### config.mk
export PLATFORM = sky130hd
export DESIGN_NAME = alu_mext
export DESIGN_NICKNAME = d
export VERILOG_FILES = /design/src/rtl/alu_mext_pkg.sv /design/src/rtl/alu_mext_alu.sv /design/src/rtl/alu_mext_div_iter.sv /design/src/rtl/alu_mext.sv
export SDC_FILE = /design/constraint.sdc
export NUM_CORES = 2
export LEC_CHECK = 0
export ABC_CLOCK_PERIOD_IN_PS = 36100
export CAP_MARGIN = 20
export CORE_UTILIZATION = 45
export DETAILED_ROUTE_END_ITERATION = 16
export DONT_BUFFER_PORTS = 1
export GPL_ROUTABILITY_DRIVEN = 0
export GPL_TIMING_DRIVEN = 1
export PLACE_DENSITY = 0.62
export SLEW_MARGIN = 20
export SYNTH_ARGS = -nofsm -noshare
export SYNTH_HDL_FRONTEND = slang
export SYNTH_SLANG_ARGS = --single-unit
### constraint.sdc
create_clock -name clk -period 36.1 [get_ports clk]
set_input_delay 7.22 -clock clk [delete_from_list [all_inputs] [get_ports clk]]
set_output_delay 7.22 -clock clk [all_outputs]
set_load 0.02 [all_outputs]
### src/rtl/alu_mext_pkg.sv
// Shared opcode, funct and FSM definitions for the RV32IM
// execute unit (base ALU, multiply and iterative divide).
package alu_mext_pkg;

  localparam logic [6:0] OPC_LUI    = 7'b0110111;
  localparam logic [6:0] OPC_AUIPC  = 7'b0010111;
  localparam logic [6:0] OPC_JAL    = 7'b1101111;
  localparam logic [6:0] OPC_JALR   = 7'b1100111;
  localparam logic [6:0] OPC_BRANCH = 7'b1100011;
  localparam logic [6:0] OPC_LOAD   = 7'b0000011;
  localparam logic [6:0] OPC_STORE  = 7'b0100011;
  localparam logic [6:0] OPC_OPIMM  = 7'b0010011;
  localparam logic [6:0] OPC_OP     = 7'b0110011;

  localparam logic [6:0] FUNCT7_MULDIV = 7'b0000001;

  localparam logic [2:0] FUNCT3_MUL    = 3'b000;
  localparam logic [2:0] FUNCT3_MULH   = 3'b001;
  localparam logic [2:0] FUNCT3_MULHSU = 3'b010;
  localparam logic [2:0] FUNCT3_MULHU  = 3'b011;
  localparam logic [2:0] FUNCT3_DIV    = 3'b100;
  localparam logic [2:0] FUNCT3_DIVU   = 3'b101;
  localparam logic [2:0] FUNCT3_REM    = 3'b110;
  localparam logic [2:0] FUNCT3_REMU   = 3'b111;

  localparam logic [2:0] F3_ADD  = 3'b000;
  localparam logic [2:0] F3_SLL  = 3'b001;
  localparam logic [2:0] F3_SLT  = 3'b010;
  localparam logic [2:0] F3_SLTU = 3'b011;
  localparam logic [2:0] F3_XOR  = 3'b100;
  localparam logic [2:0] F3_SR   = 3'b101;
  localparam logic [2:0] F3_OR   = 3'b110;
  localparam logic [2:0] F3_AND  = 3'b111;

  localparam logic [2:0] F3_BEQ  = 3'b000;
  localparam logic [2:0] F3_BNE  = 3'b001;
  localparam logic [2:0] F3_BLT  = 3'b100;
  localparam logic [2:0] F3_BGE  = 3'b101;
  localparam logic [2:0] F3_BLTU = 3'b110;
  localparam logic [2:0] F3_BGEU = 3'b111;

  typedef enum logic [1:0] {
    IDLE,
    MUL,
    DIV,
    WB
  } exec_state_e;

  function automatic logic is_muldiv(
    input logic [6:0] opc,
    input logic [6:0] f7
  );
    return (opc == OPC_OP) && (f7 == FUNCT7_MULDIV);
  endfunction

endpackage

### src/rtl/alu_mext_alu.sv
// Combinational base-ISA ALU: arithmetic, address, branch,
// link and upper-immediate results.
// Ports: pc_i, a_i, b_i (b already muxed with immediate),
// opcode_i/funct3_i/funct7_i in; res_o, brtaken_o out.
// Branches compare a_i with b_i and form target pc_i + b_i.
module alu
  import alu_mext_pkg::*;
#(
  parameter int DWIDTH = 32,
  parameter int AWIDTH = 32
) (
  input  logic [AWIDTH-1:0] pc_i,
  input  logic [DWIDTH-1:0] a_i,
  input  logic [DWIDTH-1:0] b_i,
  input  logic [6:0]        opcode_i,
  input  logic [2:0]        funct3_i,
  input  logic [6:0]        funct7_i,
  output logic [DWIDTH-1:0] res_o,
  output logic              brtaken_o
);

  localparam int SW = $clog2(DWIDTH);

  logic [DWIDTH-1:0]        pcx;
  logic [DWIDTH-1:0]        arith;
  logic signed [DWIDTH-1:0] sra;
  logic [SW-1:0]            sh;
  logic                     sub;
  logic                     lt;
  logic                     ltu;
  logic                     eq;
  logic                     take;
  logic                     unused_f7;

  assign pcx = DWIDTH'(pc_i);
  assign sh  = b_i[SW-1:0];
  assign sub = (opcode_i == OPC_OP) && funct7_i[5];
  assign lt  = $signed(a_i) < $signed(b_i);
  assign ltu = a_i < b_i;
  assign eq  = a_i == b_i;
  assign sra = $signed(a_i) >>> sh;

  assign unused_f7 = ^{funct7_i[6], funct7_i[4:0]};

  always_comb begin
    arith = '0;
    unique case (funct3_i)
      F3_ADD:  arith = sub ? a_i - b_i : a_i + b_i;
      F3_SLL:  arith = a_i << sh;
      F3_SLT:  arith = DWIDTH'(lt);
      F3_SLTU: arith = DWIDTH'(ltu);
      F3_XOR:  arith = a_i ^ b_i;
      F3_SR:   arith = funct7_i[5] ? sra : a_i >> sh;
      F3_OR:   arith = a_i | b_i;
      F3_AND:  arith = a_i & b_i;
    endcase
  end

  always_comb begin
    take = 1'b0;
    unique case (funct3_i)
      F3_BEQ:  take = eq;
      F3_BNE:  take = !eq;
      F3_BLT:  take = lt;
      F3_BGE:  take = !lt;
      F3_BLTU: take = ltu;
      F3_BGEU: take = !ltu;
      default: take = 1'b0;
    endcase
  end

  always_comb begin
    res_o     = '0;
    brtaken_o = 1'b0;
    unique case (1'b1)
      opcode_i == OPC_LUI:    res_o = b_i;
      opcode_i == OPC_AUIPC:  res_o = pcx + b_i;
      opcode_i == OPC_JAL,
      opcode_i == OPC_JALR: begin
        res_o     = pcx + DWIDTH'(4);
        brtaken_o = 1'b1;
      end
      opcode_i == OPC_BRANCH: begin
        res_o     = pcx + b_i;
        brtaken_o = take;
      end
      opcode_i == OPC_LOAD,
      opcode_i == OPC_STORE:  res_o = a_i + b_i;
      opcode_i == OPC_OP,
      opcode_i == OPC_OPIMM:  res_o = arith;
      default: ;
    endcase
  end

endmodule

### src/rtl/alu_mext_div_iter.sv
// Restoring radix-2 divider on unsigned magnitudes, one
// quotient bit per cycle over DWIDTH cycles.
// Ports: clk, clr_i (abort), start_i, dividend_i, divisor_i in;
// quo_o, rem_o, done_o (last step happens this cycle) out.
module div_iter #(
  parameter int DWIDTH = 32
) (
  input  logic              clk,
  input  logic              clr_i,
  input  logic              start_i,
  input  logic [DWIDTH-1:0] dividend_i,
  input  logic [DWIDTH-1:0] divisor_i,
  output logic [DWIDTH-1:0] quo_o,
  output logic [DWIDTH-1:0] rem_o,
  output logic              done_o
);

  localparam int CW = $clog2(DWIDTH);

  logic [DWIDTH-1:0] quo_q;
  logic [DWIDTH-1:0] rem_q;
  logic [DWIDTH-1:0] dvs_q;
  logic [CW-1:0]     cnt_q;
  logic              busy_q;
  logic [DWIDTH:0]   shifted;
  logic [DWIDTH:0]   diff;
  logic              fits;

  // quo_q doubles as the dividend shift register: its top
  // bit feeds the partial remainder, the new bit enters low.
  assign shifted = {rem_q, quo_q[DWIDTH-1]};
  assign diff    = shifted - {1'b0, dvs_q};
  assign fits    = !diff[DWIDTH];

  assign quo_o  = quo_q;
  assign rem_o  = rem_q;
  assign done_o = busy_q && (cnt_q == '0);

  always_ff @(posedge clk) begin
    if (clr_i) begin
      quo_q  <= '0;
      rem_q  <= '0;
      dvs_q  <= '0;
      cnt_q  <= '0;
      busy_q <= 1'b0;
    end else if (start_i) begin
      quo_q  <= dividend_i;
      rem_q  <= '0;
      dvs_q  <= divisor_i;
      cnt_q  <= CW'(DWIDTH - 1);
      busy_q <= 1'b1;
    end else if (busy_q) begin
      quo_q <= {quo_q[DWIDTH-2:0], fits};
      rem_q <= fits ? diff[DWIDTH-1:0]
                    : shifted[DWIDTH-1:0];
      if (cnt_q == '0) begin
        busy_q <= 1'b0;
      end else begin
        cnt_q <= cnt_q - 1'b1;
      end
    end
  end

endmodule

### src/rtl/alu_mext.sv
// RV32IM execute unit: single-cycle base ALU, 2-cycle multiply
// and iterative divide behind a one-entry output register.
// Ports: clk, reset, valid_i/ready_o + pc_i, rs1_i, rs2_i,
// opcode_i, funct3_i, funct7_i in; flush_i; valid_o/ready_i,
// res_o, brtaken_o out.
module alu_mext
  import alu_mext_pkg::*;
#(
  parameter int DWIDTH = 32,
  parameter int AWIDTH = 32
) (
  input  logic              clk,
  input  logic              reset,
  input  logic              valid_i,
  output logic              ready_o,
  input  logic [AWIDTH-1:0] pc_i,
  input  logic [DWIDTH-1:0] rs1_i,
  input  logic [DWIDTH-1:0] rs2_i,
  input  logic [6:0]        opcode_i,
  input  logic [2:0]        funct3_i,
  input  logic [6:0]        funct7_i,
  input  logic              flush_i,
  output logic              valid_o,
  input  logic              ready_i,
  output logic [DWIDTH-1:0] res_o,
  output logic              brtaken_o
);

  localparam int PW = 2 * DWIDTH;
  localparam logic [DWIDTH-1:0] MINV =
    {1'b1, {(DWIDTH-1){1'b0}}};

  exec_state_e state_q, state_d;

  logic              valid_q, valid_d;
  logic [DWIDTH-1:0] res_q, res_d;
  logic              br_q, br_d;
  logic [PW-1:0]     prod_q, prod_d;
  logic              hi_q, hi_d;
  logic              qneg_q, qneg_d;
  logic              rneg_q, rneg_d;
  logic              drem_q, drem_d;

  logic [DWIDTH-1:0] alu_res;
  logic              alu_br;
  logic              is_m;
  logic              is_mul;
  logic              is_div;
  logic              out_free;
  logic              accept;
  logic              sa;
  logic              sb;
  logic              dsgn;
  logic              drem;
  logic [PW-1:0]     a_ext;
  logic [PW-1:0]     b_ext;
  logic [PW-1:0]     prod;
  logic              rs1_neg;
  logic              rs2_neg;
  logic [DWIDTH-1:0] mag1;
  logic [DWIDTH-1:0] mag2;
  logic              div0;
  logic              ovf;
  logic              fast;
  logic [DWIDTH-1:0] fast_res;
  logic              div_start;
  logic              div_clr;
  logic [DWIDTH-1:0] div_quo;
  logic [DWIDTH-1:0] div_rem;
  logic              div_done;
  logic [DWIDTH-1:0] fix_res;

  alu #(
    .DWIDTH(DWIDTH),
    .AWIDTH(AWIDTH)
  ) u_alu (
    .pc_i     (pc_i),
    .a_i      (rs1_i),
    .b_i      (rs2_i),
    .opcode_i (opcode_i),
    .funct3_i (funct3_i),
    .funct7_i (funct7_i),
    .res_o    (alu_res),
    .brtaken_o(alu_br)
  );

  assign is_m   = is_muldiv(opcode_i, funct7_i);
  assign is_mul = is_m && !funct3_i[2];
  assign is_div = is_m && funct3_i[2];

  assign out_free = !valid_q || ready_i;
  assign ready_o  = (state_q == IDLE) && out_free && !flush_i;
  assign accept   = valid_i && ready_o;

  always_comb begin
    sa = 1'b0;
    sb = 1'b0;
    case (funct3_i)
      FUNCT3_MULH: begin
        sa = 1'b1;
        sb = 1'b1;
      end
      FUNCT3_MULHSU: sa = 1'b1;
      FUNCT3_MUL, FUNCT3_MULHU: ;
      default: ;
    endcase
  end

  always_comb begin
    dsgn = 1'b0;
    drem = 1'b0;
    case (funct3_i)
      FUNCT3_DIV:  dsgn = 1'b1;
      FUNCT3_DIVU: ;
      FUNCT3_REM: begin
        dsgn = 1'b1;
        drem = 1'b1;
      end
      FUNCT3_REMU: drem = 1'b1;
      default: ;
    endcase
  end

  assign a_ext = {{DWIDTH{sa & rs1_i[DWIDTH-1]}}, rs1_i};
  assign b_ext = {{DWIDTH{sb & rs2_i[DWIDTH-1]}}, rs2_i};
  assign prod  = a_ext * b_ext;

  assign rs1_neg = dsgn && rs1_i[DWIDTH-1];
  assign rs2_neg = dsgn && rs2_i[DWIDTH-1];
  // The most negative value maps onto its own bit pattern,
  // which is exactly its unsigned magnitude.
  assign mag1 = rs1_neg ? -rs1_i : rs1_i;
  assign mag2 = rs2_neg ? -rs2_i : rs2_i;

  assign div0 = rs2_i == '0;
  assign ovf  = dsgn && (rs1_i == MINV) && (rs2_i == '1);
  assign fast = div0 || ovf;

  always_comb begin
    fast_res = '0;
    unique case (1'b1)
      div0 && drem:  fast_res = rs1_i;
      div0 && !drem: fast_res = '1;
      !div0 && drem: fast_res = '0;
      default:       fast_res = rs1_i;
    endcase
  end

  assign div_start = accept && is_div && !fast;
  assign div_clr   = reset || flush_i;

  div_iter #(
    .DWIDTH(DWIDTH)
  ) u_div (
    .clk       (clk),
    .clr_i     (div_clr),
    .start_i   (div_start),
    .dividend_i(mag1),
    .divisor_i (mag2),
    .quo_o     (div_quo),
    .rem_o     (div_rem),
    .done_o    (div_done)
  );

  assign fix_res = drem_q ? (rneg_q ? -div_rem : div_rem)
                          : (qneg_q ? -div_quo : div_quo);

  always_comb begin
    state_d = state_q;
    valid_d = valid_q && !ready_i;
    res_d   = res_q;
    br_d    = br_q;
    prod_d  = prod_q;
    hi_d    = hi_q;
    qneg_d  = qneg_q;
    rneg_d  = rneg_q;
    drem_d  = drem_q;
    if (flush_i) begin
      valid_d = 1'b0;
      state_d = IDLE;
    end else begin
      unique case (state_q)
        IDLE: begin
          if (accept) begin
            if (is_mul) begin
              prod_d  = prod;
              hi_d    = funct3_i != FUNCT3_MUL;
              state_d = MUL;
            end else if (is_div && !fast) begin
              qneg_d  = rs1_neg ^ rs2_neg;
              rneg_d  = rs1_neg;
              drem_d  = drem;
              state_d = DIV;
            end else begin
              valid_d = 1'b1;
              res_d   = is_div ? fast_res : alu_res;
              br_d    = !is_m && alu_br;
            end
          end
        end
        MUL: begin
          if (out_free) begin
            valid_d = 1'b1;
            res_d   = hi_q ? prod_q[PW-1:DWIDTH]
                           : prod_q[DWIDTH-1:0];
            br_d    = 1'b0;
            state_d = IDLE;
          end
        end
        DIV: begin
          if (div_done) begin
            state_d = WB;
          end
        end
        WB: begin
          if (out_free) begin
            valid_d = 1'b1;
            res_d   = fix_res;
            br_d    = 1'b0;
            state_d = IDLE;
          end
        end
      endcase
    end
  end

  always_ff @(posedge clk) begin
    if (reset) begin
      state_q <= IDLE;
      valid_q <= 1'b0;
      res_q   <= '0;
      br_q    <= 1'b0;
      prod_q  <= '0;
      hi_q    <= 1'b0;
      qneg_q  <= 1'b0;
      rneg_q  <= 1'b0;
      drem_q  <= 1'b0;
    end else begin
      state_q <= state_d;
      valid_q <= valid_d;
      res_q   <= res_d;
      br_q    <= br_d;
      prod_q  <= prod_d;
      hi_q    <= hi_d;
      qneg_q  <= qneg_d;
      rneg_q  <= rneg_d;
      drem_q  <= drem_d;
    end
  end

  assign valid_o   = valid_q;
  assign res_o     = res_q;
  assign brtaken_o = br_q;

endmodule
; Word-level counts from Yosys, hierarchy flattened
; Index checks and enable logic that the tools add are counted.
; Widths: inputs -> output; s select.
[classes]
add_sub_neg = 10
multipliers = 1
div_mod_pow = 0
magnitude_cmp = 2
eq_ne = 32
shifts = 3
n_mux = 49
bitwise = 8
reduce_logical = 58
[ops]
columns = cell, n
row1 = $mux 32, 17
row2 = $pmux 32 s8, 1
row3 = $pmux 32 s5, 1
row4 = $neg 32->32, 4
row5 = $pmux 32 s3, 1
row6 = $add 32x32->32, 2
row7 = $eq 32x32->1 const B, 2
row8 = $lt 32x32->1, 2
row9 = $mul 33x33->64, 1
row10 = $pmux 32 s2, 1
row11 = $sub 33x32->33, 1
row12 = $add 32x3->32 const B, 1
row13 = $and 32x32->32, 1
row14 = $eq 32x32->1, 1
row15 = $logic_not 32->1, 1
row16 = $or 32x32->32, 1
row17 = $shl 32x5->32, 1
row18 = $shr 32x5->32, 1
row19 = $sshr 32x5->32, 1
row20 = $sub 32x32->32, 1
row21 = $xor 32x32->32, 1
row22 = $eq 7x6->1 const B, 3
row23 = $eq 7x7->1 const B, 3
row24 = $reduce_or 2->1, 10
row25 = 34 further kinds, 104
[totals]
regBits = 206
latchBits = 0
mem_bits_rw = 0
rom_bits = 0
memories = 0

; Longest topological paths before layout
[depth]
word_depth = 12
mapped_depth = 33

; Modules after synthesis
; From an unflattened synthesis, not the netlist that was laid out.
[hier_totals]
cells_unflattened = 7996
area_unflattened_um2 = 64887.2
[modules_own_cells]
columns = mod, instances, cells_each, area_each_um2, seq_area_each_um2
row1 = alu_mext, 1, 5406, 46683.5, 2082.0
row2 = alu, 1, 1821, 12072.8, 0.0
row3 = div_iter, 1, 769, 6130.9, 2042.0

; Least setup slack after synthesis
; OpenSTA, ideal clock, no wires.
[synth_timing]
path_type = input-to-reg
from = input port rs2_i[3]
to = register prod_q[59]
setup_ns = 0.128
t_arrival_ns = 16.278
required_time_ns = 35.972
setup_slack_ns = 19.693
path_stages = 29
path_cell_list = clkbuf_1 -> clkbuf_1 -> clkbuf_1 -> clkbuf_1 -> clkbuf_1 -> buf_2 -> nand3_1 -> fa_1 -> fa_1 -> inv_1 -> fa_1 -> inv_1 -> fa_1 -> inv_1 -> fa_1 -> fa_1 -> fa_1 -> inv_1 -> fa_1 -> inv_1 -> ha_1 -> a21o_1 -> a21oi_1 -> or4b_1 -> a21o_1 -> o41ai_2 -> o21ai_0 -> xnor2_1 -> o21ai_0
[synth_between]
elab_chain_len = 1
[synth_rtl]
columns = element, line_no
row1 = "start, declared", alu_mext.sv:18  ; input logic [DWIDTH-1:0] rs2_i,
row2 = $mul 33x33->64, alu_mext.sv:126  ; assign prod = a_ext * b_ext;
row3 = "end signal, assigned", alu_mext.sv:243  ; prod_q <= prod_d;
row4 = "end, declared", alu_mext.sv:38  ; logic [PW-1:0] prod_q, prod_d;
; No other way between the ends.
; A chain may end at the register's enable or synchronous reset.

; Worst setup path after layout
[layout_timing]
from = input port funct3_i[0]
to = register prod_q[59]
[layout_between]
elab_chain_len = 5
word_cells_on_any_way = 8
[layout_rtl]
columns = element, line_no
row1 = "start, declared", alu_mext.sv:20  ; input logic [2:0] funct3_i,
row2 = $eq 3x2->1 / $eq 3x1->1 (equally long branches), alu_mext.sv:98  ; case (funct3_i)
row3 = $reduce_or 2->1 (no source line), -
row4 = $mux 1, alu_mext.sv:98
row5 = $and 1x1->1, alu_mext.sv:124  ; assign a_ext = {{DWIDTH{sa & rs1_i[DWIDTH-1]}}, rs1_i};
row6 = $mul 33x33->64 *, alu_mext.sv:126
; Mark *: on every way between the ends. The rest lies on a longest branch, timed or not.

==> impl_metrics.env <==
export IMPL_status="complete, no violations"
export IMPL_synth_edf_count=0
export IMPL_portBuffers=0
export IMPL_synth_commonest_cells="inv_1, fa_1, nand2_1"
export IMPL_grt_overflow=0
export IMPL_netlist_area_um2=63500
export IMPL_die_area_um2=143000
export IMPL_crit_fanout=81
export IMPL_die_w_um=378
export IMPL_cts_hold_repair_buffers=0
export IMPL_rr_worst_depth=13
export IMPL_fp_dieH_um=378
export IMPL_drc_errors=0
export IMPL_yosysUniqueCellTypes=107
export IMPL_worstPathRequired_ns=36.56
export IMPL_max_freq_ghz=0.0636
export IMPL_crit_arrival_ns=16.20
export IMPL_critPathKind="primary input to register"
export IMPL_yosysSeqAreaShare_pct=6.50
export IMPL_nets=9031
export IMPL_clock_latency_ns=0.60
export IMPL_syn_avg_cell_area_um2=8.14
export IMPL_worst_slew_pin_slew_ns=1.35
export IMPL_synth_top_area_share_pct=35.6
export IMPL_async_reset_ff_share_pct=0
export IMPL_finalHoldViolations=0
export IMPL_wl_per_cell_um=29.3
export IMPL_synth_area_top_cells="fa_1, inv_1, ha_1, dfxtp_1, nand2_1"
export IMPL_setup_viol=0
export IMPL_htree_levels=1
export IMPL_area_growth_pct=3.24
export IMPL_finalSetupTns_ns=0
export IMPL_rsz0062_at_grt="false"
export IMPL_cts_buffers=27
export IMPL_worst_r2r_setup_slack_ns=31.58
export IMPL_syn_inst=7791
export IMPL_row_count=137
export IMPL_via_count=59200
export IMPL_grt_max_degree=95
export IMPL_cpMaxStageDelayCell="fa_1"
export IMPL_synthesis_nets=9424
export IMPL_cts_reportedPaths_clkPinSlew_ns=0.06
export IMPL_detail_route_antenna_nets=0
export IMPL_finalCriticalPeriod_ns=15.73
export IMPL_endpoint_kind="register"
export IMPL_cts_sinks=206
export IMPL_clock_skew_ns=0.0184
export IMPL_grt_use_total_pct=38.1
export IMPL_start_kind="primary input"
export IMPL_critical_path_startpoint="funct3_i[0]"
export IMPL_dr_pass1_iters=12
export IMPL_tritoncts="built"
export IMPL_root_buffer="clkbuf_16"
export IMPL_layout_drive_gt1_share_pct=4.42
export IMPL_start_util_pct=45.4
export IMPL_postCtsSetupBuffers=0
export IMPL_whs_path_depth=2
export IMPL_gr_usage_met2_pct=54.0
export IMPL_grt_busiest_layer="met2"
export IMPL_clock_path_buffers=3
export IMPL_slew_headroom_pct=10.2
export IMPL_rr_endpoint="u_div.rem_o[12]"
export IMPL_hold_class="register to register"
export IMPL_dr_first_iter_drc_count=8854
export IMPL_grt_pass1_vias=58400
export IMPL_yosys_warnings=0
export IMPL_ys_flop_type="dfxtp_1"
export IMPL_viasPerCell=6.36
export IMPL_wl_mm=273
export IMPL_crit_path_max_incr_delay_ns=0.99
export IMPL_rr_startpoint="u_div.quo_o[31]"
export IMPL_synth_most_common_cell="inv_1"
export IMPL_critical_path_endpoint="prod_q[59]"
export IMPL_min_period_over_period_pct=43.6
export IMPL_ctsResizeCount=0
export IMPL_antenna_found_initial=24
export IMPL_cap_violations=0
export IMPL_core_area_um2=140000
export IMPL_gr_usage_met1_pct=46.7
export IMPL_yosysTopAreaCell="fa_1"
export IMPL_place_hpwl_mm=198
export IMPL_ys_ff_latch=206
export IMPL_io_pins=153
export IMPL_slew_viol_final=0
export IMPL_grt_pass1_wl_mm=396
export IMPL_use_met3_pct=17.0
[flip-flops by register name, summed over array words and instances, names as in the netlist, 2 cells and up]
signal	count
u_div.dvs_q	32
state_q	2
u_div.cnt_q	5
u_div.quo_o	32
prod_q	64
u_div.rem_o	32
res_o	32
[layout make-up]
type	instances	area (µm²)
tap	1876	2350
sequential	206	4130
antenna	24	60.1
inverter	1332	5000
fill	13800	74200
clock inverter	14	173
timing repair buffer	84	648
clock buffer	36	769
multi-input combinational	5747	52400
[critical path, delay by kind of cell]
kind,cells,cell delay (ns)
adder cells (fa/ha/maj),9,5.29
AO/OA/AOI/OAI,6,1.38
buffers and inverters,8,1.27
AND/OR/NAND/NOR,3,0.66
XOR/XNOR,2,0.33
[layer usage]
layer	vias up	wire (µm)
met2	4502	110000
met1	29100	96600
met3	1250	43300
met5	-	223
met4	19	23200
li1	24300	-
[layout by cell type (no fill, tap or decap), drive strengths merged, types with 53 or more instances in the layout]
cell type / count
inv: 1318
fa: 1129
nand2: 1047
nor2: 747
a21oi: 436
ha: 386
o21ai: 293
xnor2: 238
dfxtp: 206
a211oi: 129
mux2i: 96
nor3: 93
nand3: 85
xor2: 84
buf: 84
mux4: 68
a21o: 64
o31ai: 56
o211ai: 53
a221oi: 53
[logic make-up (layout without fill, tap and decap cells)]
family / Yosys count / in the layout / synth area share (%)
and+or+nand+nor: 2282 / 2282 / 15.4
buffers and inverters: 1838 / 1466 / 11.0
adders and majority gates: 1515 / 1515 / 43.2
AOI/OAI and AO/OA: 1422 / 1422 / 14.7
xor gates and xnor gates: 322 / 322 / 4.44
muxes: 206 / 206 / 4.67
DFF: 206 / 206 / 6.50
other: 0 / 24 / 0
[worst min path at each step]
stage / endpoint / start
final: u_div.dvs_q[0] / u_div.dvs_q[0]
after global routing: prod_q[9] / prod_q[9]
after floorplan: prod_q[36] / prod_q[36]
after detailed placement: prod_q[5] / prod_q[5]
after CTS: prod_q[5] / prod_q[5]
after global placement: prod_q[1] / prod_q[1]
[per-stage QoR]
step / setup slack [ns] / util (%) / std cells / area, µm² / hold WS, ns
6_report: 20.37 / 46.9 / 9319 / 65500 / 0.459
2_1_floorplan: 19.69 / - / 7791 / 63500 / 0.420
5_1_grt: 20.01 / 46.9 / 9300 / 65500 / 0.473
4_1_cts: 20.50 / 46.8 / 9293 / 65400 / 0.456
3_3_place_gp: 19.80 / 46.1 / 9243 / 64500 / 0.439
3_5_place_dp: 19.95 / 46.1 / 9243 / 64500 / 0.448
Power is left out: the tool's default activity adds up to more than one toggle a clock period on the data nets, which glitch-free logic cannot reach.
